### src/rtl/udp_line_tx_scheduler.sv
// udp_line_tx_scheduler
// Paces the GMII line sender from the capture FIFO fill level: one transmit
// request per buffered video line, line-number tagging, a fixed inter-packet
// gap and frame boundary tracking. Single clock domain (GMII tx clock).
module udp_line_tx_scheduler #(
    parameter int LINE_BYTES  = 960,
    parameter int LINES_FRAME = 160,
    parameter int GAP_CYCLES  = 24,
    parameter int FIFO_BYTES  = 2047
) (
    input  logic        clk_i,
    input  logic        rst_n,
    input  logic        enable,
    input  logic        frame_sync,
    input  logic [10:0] rnum,
    output logic        tx_req,
    input  logic        tx_ack,
    input  logic        tx_done,
    output logic [7:0]  tx_line,
    output logic [10:0] tx_len,
    output logic        busy,
    output logic        frame_done,
    output logic        ovf_sticky
);

    localparam int          GAP_W     = (GAP_CYCLES > 1) ? $clog2(GAP_CYCLES) : 1;
    localparam logic [10:0] LINE_LEN  = 11'(LINE_BYTES);
    localparam logic [10:0] FIFO_FULL = 11'(FIFO_BYTES);
    localparam logic [7:0]  LAST_LINE = 8'(LINES_FRAME - 1);
    localparam logic [GAP_W-1:0] GAP_LOAD = GAP_W'(GAP_CYCLES - 1);

    typedef enum logic [2:0] {
        ST_IDLE,
        ST_WAIT,
        ST_REQ,
        ST_SEND,
        ST_GAP
    } state_t;

    state_t           state;
    logic [GAP_W-1:0] gap_cnt;
    logic             resync_pend;

    // Scheduler FSM; every output is a register updated alongside the state.
    // A frame_sync seen while a packet is in flight is deferred until that
    // packet's tx_done so the header line number never changes mid-packet.
    always_ff @(posedge clk_i or negedge rst_n) begin
        if (!rst_n) begin
            state       <= ST_IDLE;
            tx_req      <= 1'b0;
            tx_line     <= '0;
            tx_len      <= LINE_LEN;
            busy        <= 1'b0;
            frame_done  <= 1'b0;
            ovf_sticky  <= 1'b0;
            gap_cnt     <= '0;
            resync_pend <= 1'b0;
        end else begin
            frame_done <= 1'b0;
            tx_len     <= LINE_LEN;
            if (rnum >= FIFO_FULL) begin
                ovf_sticky <= 1'b1;
            end
            case (state)
                ST_IDLE: begin
                    if (frame_sync) begin
                        tx_line <= '0;
                    end
                    if (enable) begin
                        state <= ST_WAIT;
                        busy  <= 1'b1;
                    end
                end
                ST_WAIT: begin
                    if (frame_sync) begin
                        tx_line <= '0;
                    end
                    if (!enable) begin
                        state <= ST_IDLE;
                        busy  <= 1'b0;
                    end else if (rnum >= LINE_LEN) begin
                        state  <= ST_REQ;
                        tx_req <= 1'b1;
                    end
                end
                ST_REQ: begin
                    if (frame_sync) begin
                        resync_pend <= 1'b1;
                    end
                    if (tx_ack) begin
                        state  <= ST_SEND;
                        tx_req <= 1'b0;
                    end
                end
                ST_SEND: begin
                    if (tx_done) begin
                        state   <= ST_GAP;
                        gap_cnt <= GAP_LOAD;
                        if (resync_pend || frame_sync) begin
                            tx_line     <= '0;
                            resync_pend <= 1'b0;
                        end else if (tx_line == LAST_LINE) begin
                            tx_line    <= '0;
                            frame_done <= 1'b1;
                        end else begin
                            tx_line <= tx_line + 8'd1;
                        end
                    end else if (frame_sync) begin
                        resync_pend <= 1'b1;
                    end
                end
                ST_GAP: begin
                    if (frame_sync) begin
                        tx_line <= '0;
                    end
                    if (gap_cnt == '0) begin
                        if (enable) begin
                            state <= ST_WAIT;
                        end else begin
                            state <= ST_IDLE;
                            busy  <= 1'b0;
                        end
                    end else begin
                        gap_cnt <= gap_cnt - 1'b1;
                    end
                end
                default: begin
                    state  <= ST_IDLE;
                    tx_req <= 1'b0;
                    busy   <= 1'b0;
                end
            endcase
        end
    end

endmodule
### config.mk
export PLATFORM = sky130hd
export DESIGN_NAME = udp_line_tx_scheduler
export DESIGN_NICKNAME = d
export VERILOG_FILES = /design/src/rtl/udp_line_tx_scheduler.sv
export SDC_FILE = /design/constraint.sdc
export NUM_CORES = 1
export LEC_CHECK = 0
export BUFFER_PORTS_ARGS = -buffer_cell sky130_fd_sc_hd__buf_2
export CAP_MARGIN = 20
export CORE_ASPECT_RATIO = 1.1
export CORE_MARGIN = 2
export CORE_UTILIZATION = 52
export CTS_BUF_LIST = sky130_fd_sc_hd__clkbuf_2
export DETAILED_ROUTE_END_ITERATION = 10
export HOLD_SLACK_MARGIN = 0.02
export PLACE_DENSITY = 0.81
export SETUP_SLACK_MARGIN = 0.2
export SYNTH_ARGS = -nofsm -noshare
export SYNTH_HDL_FRONTEND = slang
export SYNTH_SLANG_ARGS = --single-unit
### constraint.sdc
create_clock -name clk_i -period 2.6 [get_ports clk_i]
set_input_delay 0.52 -clock clk_i [delete_from_list [all_inputs] [get_ports clk_i]]
set_output_delay 0.52 -clock clk_i [all_outputs]
set_load 0.01 [all_outputs]
==> results.md, run 1 <==
- Nets: between 150 and 200
- LEAKAGE: 0.677 nW
- Area of the die: 2810 um2
- Vias in the first global route: ~1,100
- TritonRoute pass-1 iters: 4
- Slew @ Worst Pin: roughly 0.6 ns
- Area Growth Syn to Fin: 10.1%
- Post-CTS Setup Bufs: 0
- Cell Int Power: 0.597 mW
- Die width: 50.8 um
- Post-synth EDFFs: 0
- DR vias: 1,124
- First-pass GRT wire length: roughly 4300 um
- # clock sinks: 21
- Final ANT Viol Nets: 0
- Critical path endpoint category: flip-flop
- DR iter-0 viols: 32
- Final Cell Area: 1380 um2
- RSZ-0062 raised after global routing: false
- Die Span Y: ~55 um
- DRC errors left: 0
- Layout cells sized above 1: 21.3%
- Tcrit/Tclk final: about 80%
- YS warnings: 0
- Syn Inst Count: 138
- Max_cap viols: 0
- H-tree levels: 1
- Starting Density: 55.0%
- Endpoints failing hold: 0
- Routed wire per std cell: 12.9 um
- Avg Inst Size Synth: 9.07 um2
- Total GRT Usage: 19.5%
- Crit path DAT: roughly 2.3 ns
- Crit path launch type: flip-flop
- Dominant synthesized flop cell: dfrtp_1
- DRT Wirelength: between 2000 and 3000 um
- Largest net degree at the start of global routing: 22
- Global route overflow: 0
- FP Rows: 18
- Relative slew slack: 59.6%
- Switching part of the total: 40.9%
- Average vias per placed instance: 5.79
- Most frequent cells in the layout: buf_2 (28), dfrtp_1 (21), nor2_1 (11), conb_1 (11), a21oi_1 (10)
- Critical Path Slowest Stage Cell: dfrtp_1
- Pins Over Slew Limit: 0
- Sum Neg Setup Slack: 0 ns
- Boundary pin count: 40
- Max IR drop VDD: 0.460 mV
- Register area share after synthesis: 42.0%
- Status: finished, final reports clean
- Final Setup Violations: 0
- Clock buffer depth: 2
- Hold buffers post-CTS: 0
- Crit-path cells: or3b_1, and3_1, or4_1, a21oi_1
- Commonest non-fill, non-tap cell in the layout: buf_2
- Post-CTS resize count: 0
- Post-synthesis instance area: 1250 um2
- Peak Freq: a little under 500 MHz
- GP Congestion: 0.756
- Total power draw: between 1 and 1.5 mW
- Final Skew: 0.0141 ns
- Synth Register Bits: 21
- Count of different cell masters after synthesis: 40
- CP peak stage delay: 0.59 ns
- Post-DP HPWL: 1910 um
- Clk root buf: clkbuf_2
- Reg clk slew, reported paths: roughly 0.19 ns
- Worst hold path type: primary input to asynchronous set/reset pin
- Placed cell area: approximately 1400 um2
- Clock latency on the worst-skew pair: 0.31 ns
- ANT cells: 0
- Tmin final: approximately 2 ns
- CP max FO: 17
- Sequential share of power: 52.6%
- Clock share of power: between 10% and 20%
- Initial antenna violation count: 0
- CTS tree: built
- Core area: 2270 um2
- Required @ worst endpoint: 2.84 ns
- NetSw: between 0.4 and 0.5 mW
- Combinational Power Share: 34.1%
- Power Density: ~730 nW/um2
- Crit Path Class: flip-flop to flip-flop
- Fin util: 60.6%
- Ys async rst share: 100%
- Input/output buffers: 28
- Cts bufs inserted: 3
- Final hold slack: 0.119 ns
kinds of logic after synthesis:
logic type | share of synthesized area, %
xor gates and xnor gates | 2.10
AOI/OAI and AO/OA | 18.4
other | 0.600
adders and majority gates | 3.00
and+or+nand+nor | 23.7
DFF | 42.0
buffers and inverters | 10.2
Yosys cell counts, types with 4 or more instances:
master,count,share of area [%]
a21oi_1,10,4.0
buf_4,11,6.6
dfrtp_1,21,42
inv_1,6,1.8
nand2_1,8,2.4
nand3_1,6,2.4
nor2_1,11,3.3
nor3_1,4,1.6
o21ai_0,9,3.6
critical path, delay by kind of cell (launching register included):
kind | cells | cell delay, ns
DFF | 1 | 0.59
AOI/OAI and AO/OA | 1 | 0.16
and+or+nand+nor | 3 | 1.26
through the flow:
step	instances	worst slack, ns
after floorplan	147	0.762
after global placement	190	0.595
after detailed placement	190	0.524
after CTS	194	0.554
after global routing	194	0.408
final	194	0.542
area by class of cell:
type / count / area (um2)
Clock buffer: 4 / 20.0
Fill cell: 213 / 897
Inverter: 6 / 22.5
Multi-Input combinational cell: 105 / 632
Sequential cell: 21 / 526
Tap cell: 30 / 37.5
Timing Repair Buffer: 28 / 140
routing by layer:
| layer | track usage (%) | wire [um] | vias up |
|---|---|---|---|
| li1 | - | - | 537 |
| met1 | 25.2 | 1070 | 545 |
| met2 | 31.6 | 1290 | 40 |
| met3 | 3.78 | 124 | 2 |
| met4 | 8.49 | 19 | 0 |
| met5 | 0 | 0 | - |
registers in the layout, summed over array words and instances, names as in the netlist:
name         flops
state            3
busy             1
gap_cnt          5
tx_line          8
resync_pend      1
ovf_sticky       1
tx_req           1
frame_done       1
power groups by stage:
stage	logic (mW)	clock network (mW)	registers, mW
floorplan	0.323	0	0.482
global placement	0.330	0	0.526
detailed placement	0.346	0	0.535
CTS	0.347	0.142	0.529
global route	0.395	0.160	0.551
finish	0.345	0.134	0.532
final timing paths:
check,from,end,slack [ns],cells after the start
min in group clk_i,rnum[1],ovf_sticky,0.45,2
worst min-delay path,rst_n,tx_line[7],0.12,1
worst min register to register,ovf_sticky,ovf_sticky,0.49,1
worst max register to register,state[1],tx_line[5],0.54,4
worst max-delay path,state[1],tx_line[5],0.54,4
max in group asynchronous,rst_n,frame_done,2.14,1
(Power assumes the default switching activity.)
==> run 2: changes to the inputs <==
- ABC_AREA: unset -> 1
- CORE_UTILIZATION: 52 -> 53
- clock period: 2.6 -> 1.95 ns (I/O delays scaled with it)
==> results.md, run 2 <==
- Cell taking the most area after synthesis: dfrtp_1
- Sum Neg Setup Slack: 0 ns
- Die Span Y: 57.4 um
- Cts bufs inserted: 3
- Post-synth EDFFs: 0
- YS warnings: 0
- Average vias per placed instance: about 4.8
- GP Congestion: 0.897
- Area used by multi-input combinational logic: about 680 um2
- Worst R2R Start: state[1]
- Met2 usage: 29.8%
- Pins Over Slew Limit: 0
- Largest net degree at the start of global routing: 22
- Total GRT Usage: 18.7%
- Required @ worst endpoint: about 2.2 ns
- Post-synthesis instance area: 1370 um2
- Die width: 52.5 um
- Reg clk slew, reported paths: ~0.20 ns
- Clk root buf: clkbuf_2
- Family with the most delay on the worst path: simple AND/OR/NAND/NOR gates
- Final worst slack: 0.541 ns
- Crit path buf inv count: 1
- DRC errors left: 0
- Commonest non-fill, non-tap cell in the layout: nand2_1
- Worst-case reg-to-reg path depth: 8
- Power Density: roughly 1000 nW/um2
- Initial antenna violation count: 0
- Max IR drop VDD: 0.803 mV
- CP peak stage delay: about 0.46 ns
- ANT cells: 0
- Global route overflow: 0
- Dominant synthesized flop cell: dfrtp_1
- Count of non-filler cells in the finished layout: 255
- Global routing usage on met3: 2.62%
- RSZ-0062 raised after global routing: false
- DR iter-0 viols: 28
- Peak Freq: 710 MHz
- Biggest regs: tx_line x8, gap_cnt x5, state x3
- Critical Path Slowest Stage Cell: dfrtp_1
- LEAKAGE: 0.878 nW
- Layout cells sized above 1: 19.2%
- H-tree levels: 1
- FF/Latch Area: about 530 um2
- Most common cell in the netlist: nand2_1
- Area of the die: 3020 um2
- Crit-path cells: inv_1, nand2_1, nor2_2, nand2_1, nand2_4, nand2_1, nand2_1, nand3_1
- Clock latency on the worst-skew pair: 0.32 ns
- Avg Inst Size Synth: 7.08 um2
- Final Setup Violations: 0
- # clock sinks: 21
- Worst hold path type: primary input to flip-flop
- DR vias: 1,222
- Post-placement setup slack: 0.592 ns
- Final Cell Area: 1530 um2
- Core area: roughly 2500 um2
- Met1 GRT Util: 26.2%
- Post-CTS resize count: 0
- Crit path DAT: ~1.6 ns
- Largest cells by area after synthesis: dfrtp_1 (38%), nand2_1 (14%), inv_1 (8.2%)
- Worst path most repeated cell: nand2_1
- Top cells by count, synth: nand2_1 (51), inv_1 (30), dfrtp_1 (21)
- Placed cell area: approximately 1500 um2
- DRT Wirelength: 2560 um
- WHS Endpoint: ovf_sticky
- Post-DP HPWL: 2050 um
- GRT busiest layer: met2
- Final hold slack: 0.298 ns
- Nets: between 200 and 250
- Input/output buffers: 28
- Final ANT Viol Nets: 0
- WHS Path Cells: 3
- Fillers: roughly 260
- R2r setup slk: 0.54 ns
- Crit Path Class: flip-flop to flip-flop
- Max reg flops: 8
- Crit path launch type: flip-flop
- Register area share after synthesis: 38.3%
- CP max FO: 10
- Placed cells: 250
- Tmin final: between 1 and 1.5 ns
- Synth Register Bits: 21
- Area Growth Syn to Fin: 11.3%
- Clock buffer depth: 2
- Max_cap viols: 0
- Ys async rst share: between 90% and 100%
- Final Skew: 0.0138 ns
- Starting Density: 55.6%
- Fin util: between 60% and 70%
- CTS tree: built
- Critical path endpoint category: flip-flop
- Boundary pin count: 40
- Most flops, register: tx_line
- RR Endpoint: gap_cnt[2]
- Endpoints failing hold: 0
- Status: finished, final reports clean
- Share of the synthesized area in the top cell type: 38.3%
- Vias in the first global route: 1,078
- First-pass GRT wire length: 4350 um
- Count of different cell masters after synthesis: 25
- Tcrit/Tclk final: 72.3%
- TritonRoute pass-1 iters: 4
- Worst hold path startpoint: rnum[4]
- Total power draw: 1.59 mW
- Routed wire per std cell: 10.0 um
- Most frequent cells in the layout: nand2_1 (51), inv_1 (30), buf_2 (28), dfrtp_1 (21)
- Syn Inst Count: 194
- FP Rows: 19
run 2: cell count changes after synthesis, moves of 4 or more:
cell,previous run,this run
nand3_1,6,19
nand2_1,8,51
nor2_1,11,19
a21oi_1,10,5
inv_1,6,30
nand2_2,0,4
run 2: cell type report:
class / count / area share, %
sequential: 21 / 34.4
tap: 31 / 2.54
inverter: 31 / 7.61
clock buffer: 4 / 1.31
multi-input combinational: 139 / 44.4
timing repair buffer: 29 / 9.82
run 2: routing by layer:
layer	part of all wire (%)	up-vias
li1	-	640
met1	44	538
met2	50	40
met3	4.9	4
met4	0.55	0
met5	0	-
run 2: worst register-to-register path: stages (launching register included):
cell and delay (ns):
dfrtp_1 0.46, inv_1 0.16, nand2_1 0.14, nor2_2 0.14, nand2_1 0.12, nand2_4 0.12
nand2_1 0.06, nand2_1 0.05, nand3_1 0.06
run 2: power breakdown:
group | internal [mW] | switching (mW)
clock network | 0.0543 | 0.127
registers | 0.549 | 0.0916
logic | 0.267 | 0.502
total | 0.871 | 0.721
run 2: worst max path at each step:
stage | cells after the start | from | end
3_5_place_dp | 8 | state[1] | gap_cnt[2]
4_1_cts | 8 | state[1] | gap_cnt[2]
6_report | 8 | state[1] | gap_cnt[2]
3_3_place_gp | 8 | state[1] | gap_cnt[2]
5_1_grt | 8 | state[1] | gap_cnt[2]
2_1_floorplan | 7 | tx_line[0] | tx_line[6]
run 2: cells by family (layout without fill, tap and decap cells):
kind of cell	count (synthesis)	after routing	synth area share (%)
AND/OR/NAND/NOR	104	104	34.5
buffers and inverters	43	64	14.8
flip-flops	21	21	38.3
AO/OA/AOI/OAI	18	18	7.19
adder cells (fa/ha/maj)	3	3	2.73
XOR/XNOR	3	3	1.91
other	2	11	0.547
run 2: what timing repair did:
item                      in CTS  in global routing
hold endpoints to repair      21                  0
setup buffers                  0                  0
hold buffers                   1                  0
==> run 3: changes to the inputs <==
- CORE_UTILIZATION: 53 -> 48
- PLACE_DENSITY: 0.81 -> 0.78
- clock period: 1.95 -> 1.2 ns (I/O delays scaled with it)
==> results.md, run 3 (synthesis results as in run 2) <==
- LEAKAGE: 1.11 nW
- Biggest regs: tx_line x8, gap_cnt x5, state x3
- Crit-path cells: nand2_4, nand3_4, nor2_4, nand3_1, nand2_1, nor2_1
- Area Growth Syn to Fin: 51.9%
- RR Endpoint: tx_line[3]
- Combinational Power Share: 62.0%
- Pins Over Slew Limit: 0
- Final Skew: 0.0133 ns
- Critical Path Slowest Stage Cell: dfrtp_2
- Tmin final: between 1 and 1.5 ns
- Max IR drop VDD: 1.65 mV
- Worst-case reg-to-reg path depth: 6
- Input/output buffers: 28
- Boundary pin count: 40
- Die width: 55.0 um
- Cts bufs inserted: 3
- Routed wire per std cell: 14.0 um
- Die Span Y: 60.1 um
- Nets: roughly 270
- RSZ-0062 raised after global routing: true
- WHS Path Cells: 3
- Total power draw: roughly 3.8 mW
- Placed cells: 263
- ANT cells: 0
- Reg clk slew, reported paths: 0.24 ns
- Layout cells sized above 1: between 50% and 60%
- Clock share of power: 8.4%
- Tcrit/Tclk final: 109%
- DR vias: 1,498
- FP Rows: 20
- Max_cap viols: 0
- Core area: 2750 um2
- Clock buffer depth: 2
- Status: finished with violations
- Final Setup Violations: 19
- First-pass GRT wire length: around 5400 um
- Fin util: 75.8%
- Required @ worst endpoint: about 1.5 ns
- WHS Endpoint: ovf_sticky
- Switching part of the total: between 40% and 50%
- CP max FO: 7
- Critical path endpoint category: flip-flop
- NetSw: 1.80 mW
- Area of the die: 3310 um2
- Final worst slack: -0.106 ns
- Family with the most delay on the worst path: simple AND/OR/NAND/NOR gates
- Worst R2R Start: state[2]
- DR iter-0 viols: 61
- Vias in the first global route: 1,317
- Clock latency on the worst-skew pair: 0.33 ns
- TritonRoute pass-1 iters: 4
- Max reg flops: 8
- Worst hold path startpoint: rnum[4]
- # clock sinks: 21
- Crit Path Class: flip-flop to flip-flop
- Global route overflow: 0
- Failing checks: setup timing
- Crit path DAT: 1.57 ns
- Most flops, register: tx_line
- DRC errors left: 0
- Average vias per placed instance: between 5 and 6
- CP peak stage delay: 0.57 ns
- GP Congestion: 0.890
- Clk root buf: clkbuf_2
- Count of non-filler cells in the finished layout: 286
- Sequential share of power: approximately 30%
- Starting Density: 49.9%
- Power Density: 1810 nW/um2
- Worst hold path type: primary input to flip-flop
- Total GRT Usage: 22.6%
- Peak Freq: approximately 770 MHz
- R2r setup slk: -0.11 ns
- H-tree levels: 1
- Crit path launch type: flip-flop
- Commonest non-fill, non-tap cell in the layout: nand2_1
- Largest net degree at the start of global routing: 22
- Final ANT Viol Nets: 0
- Crit path buf inv count: 0
- Endpoints failing hold: 0
- Post-DP HPWL: between 2000 and 2500 um
- CTS tree: built
- Most frequent cells in the layout: nand2_1 (33), inv_1 (23), buf_2 (23), buf_4 (23), dfrtp_1 (17)
- DRT Wirelength: 3990 um
- Initial antenna violation count: 0
- Cell Int Power: roughly 2.0 mW
run 3: area by class of cell:
| cell class | instances | area, um2 |
|---|---|---|
| Clock inverter | 1 | 5.00 |
| Inverter | 31 | 121 |
| Sequential cell | 21 | 531 |
| Timing Repair Buffer | 57 | 410 |
| Fill cell | 183 | 666 |
| Clock buffer | 3 | 15.0 |
| Multi-Input combinational cell | 140 | 963 |
| Tap cell | 33 | 41.3 |
run 3: power groups by stage:
stage / combinational [mW] / sequential (mW) / clock [mW]
2_1_floorplan: 1.14 / 1.05 / 0
3_3_place_gp: 1.56 / 1.05 / 0
3_5_place_dp: 1.58 / 1.06 / 0
4_1_cts: 1.92 / 1.05 / 0.317
5_1_grt: 2.55 / 1.14 / 0.350
6_report: 2.35 / 1.12 / 0.319
run 3: worst max-delay path by stage:
| stage | end | cells past startpoint | startpoint | slack [ns] |
|---|---|---|---|---|
| after floorplan | tx_line[6] | 7 | tx_line[0] | 0.02 |
| after global placement | tx_line[0] | 6 | state[2] | -0.16 |
| after detailed placement | tx_line[0] | 6 | state[2] | -0.15 |
| after CTS | tx_line[1] | 2 | tx_line[1] | -0.06 |
| after global routing | tx_line[7] | 9 | tx_line[5] | -0.20 |
| final | tx_line[3] | 6 | state[2] | -0.11 |
run 3: layer usage:
layer / wire, um / global-route usage (%) / vias up
li1: - / - / 701
met1: 1580 / 26.4 / 693
met2: 1960 / 38.8 / 81
met3: 260 / 4.00 / 23
met4: 193 / 10.8 / 0
met5: 0 / 0 / -
run 3: worst register-to-register path: stages, from the launching register on:
cell and delay, ns:
dfrtp_2 0.57, nand2_4 0.15, nand3_4 0.09, nor2_4 0.20
nand3_1 0.13, nand2_1 0.08, nor2_1 0.04
run 3: what timing repair did:
action | in CTS | in global routing
setup buffers | 12 | 5
hold buffers | 1 | 0
setup endpoints to repair | 32 | 32
resized for setup | 39 | 32
pin swaps | 9 | 19
gates cloned | 1 | 0
endpoints found under the hold margin | 21 | 0
run 3: metrics by stage:
stage | worst slack [ns] | hold WS, ns | setup TNS (ns) | cell area [um2]
2_1_floorplan | 0.0212 | -0.0556 | 0 | 1470
3_3_place_gp | -0.165 | 0.223 | -0.529 | 1640
3_5_place_dp | -0.152 | 0.233 | -0.607 | 1640
4_1_cts | -0.0621 | 0.116 | -0.607 | 1910
5_1_grt | -0.198 | 0.121 | -2.43 | 2090
6_report | -0.106 | 0.132 | -1.13 | 2090
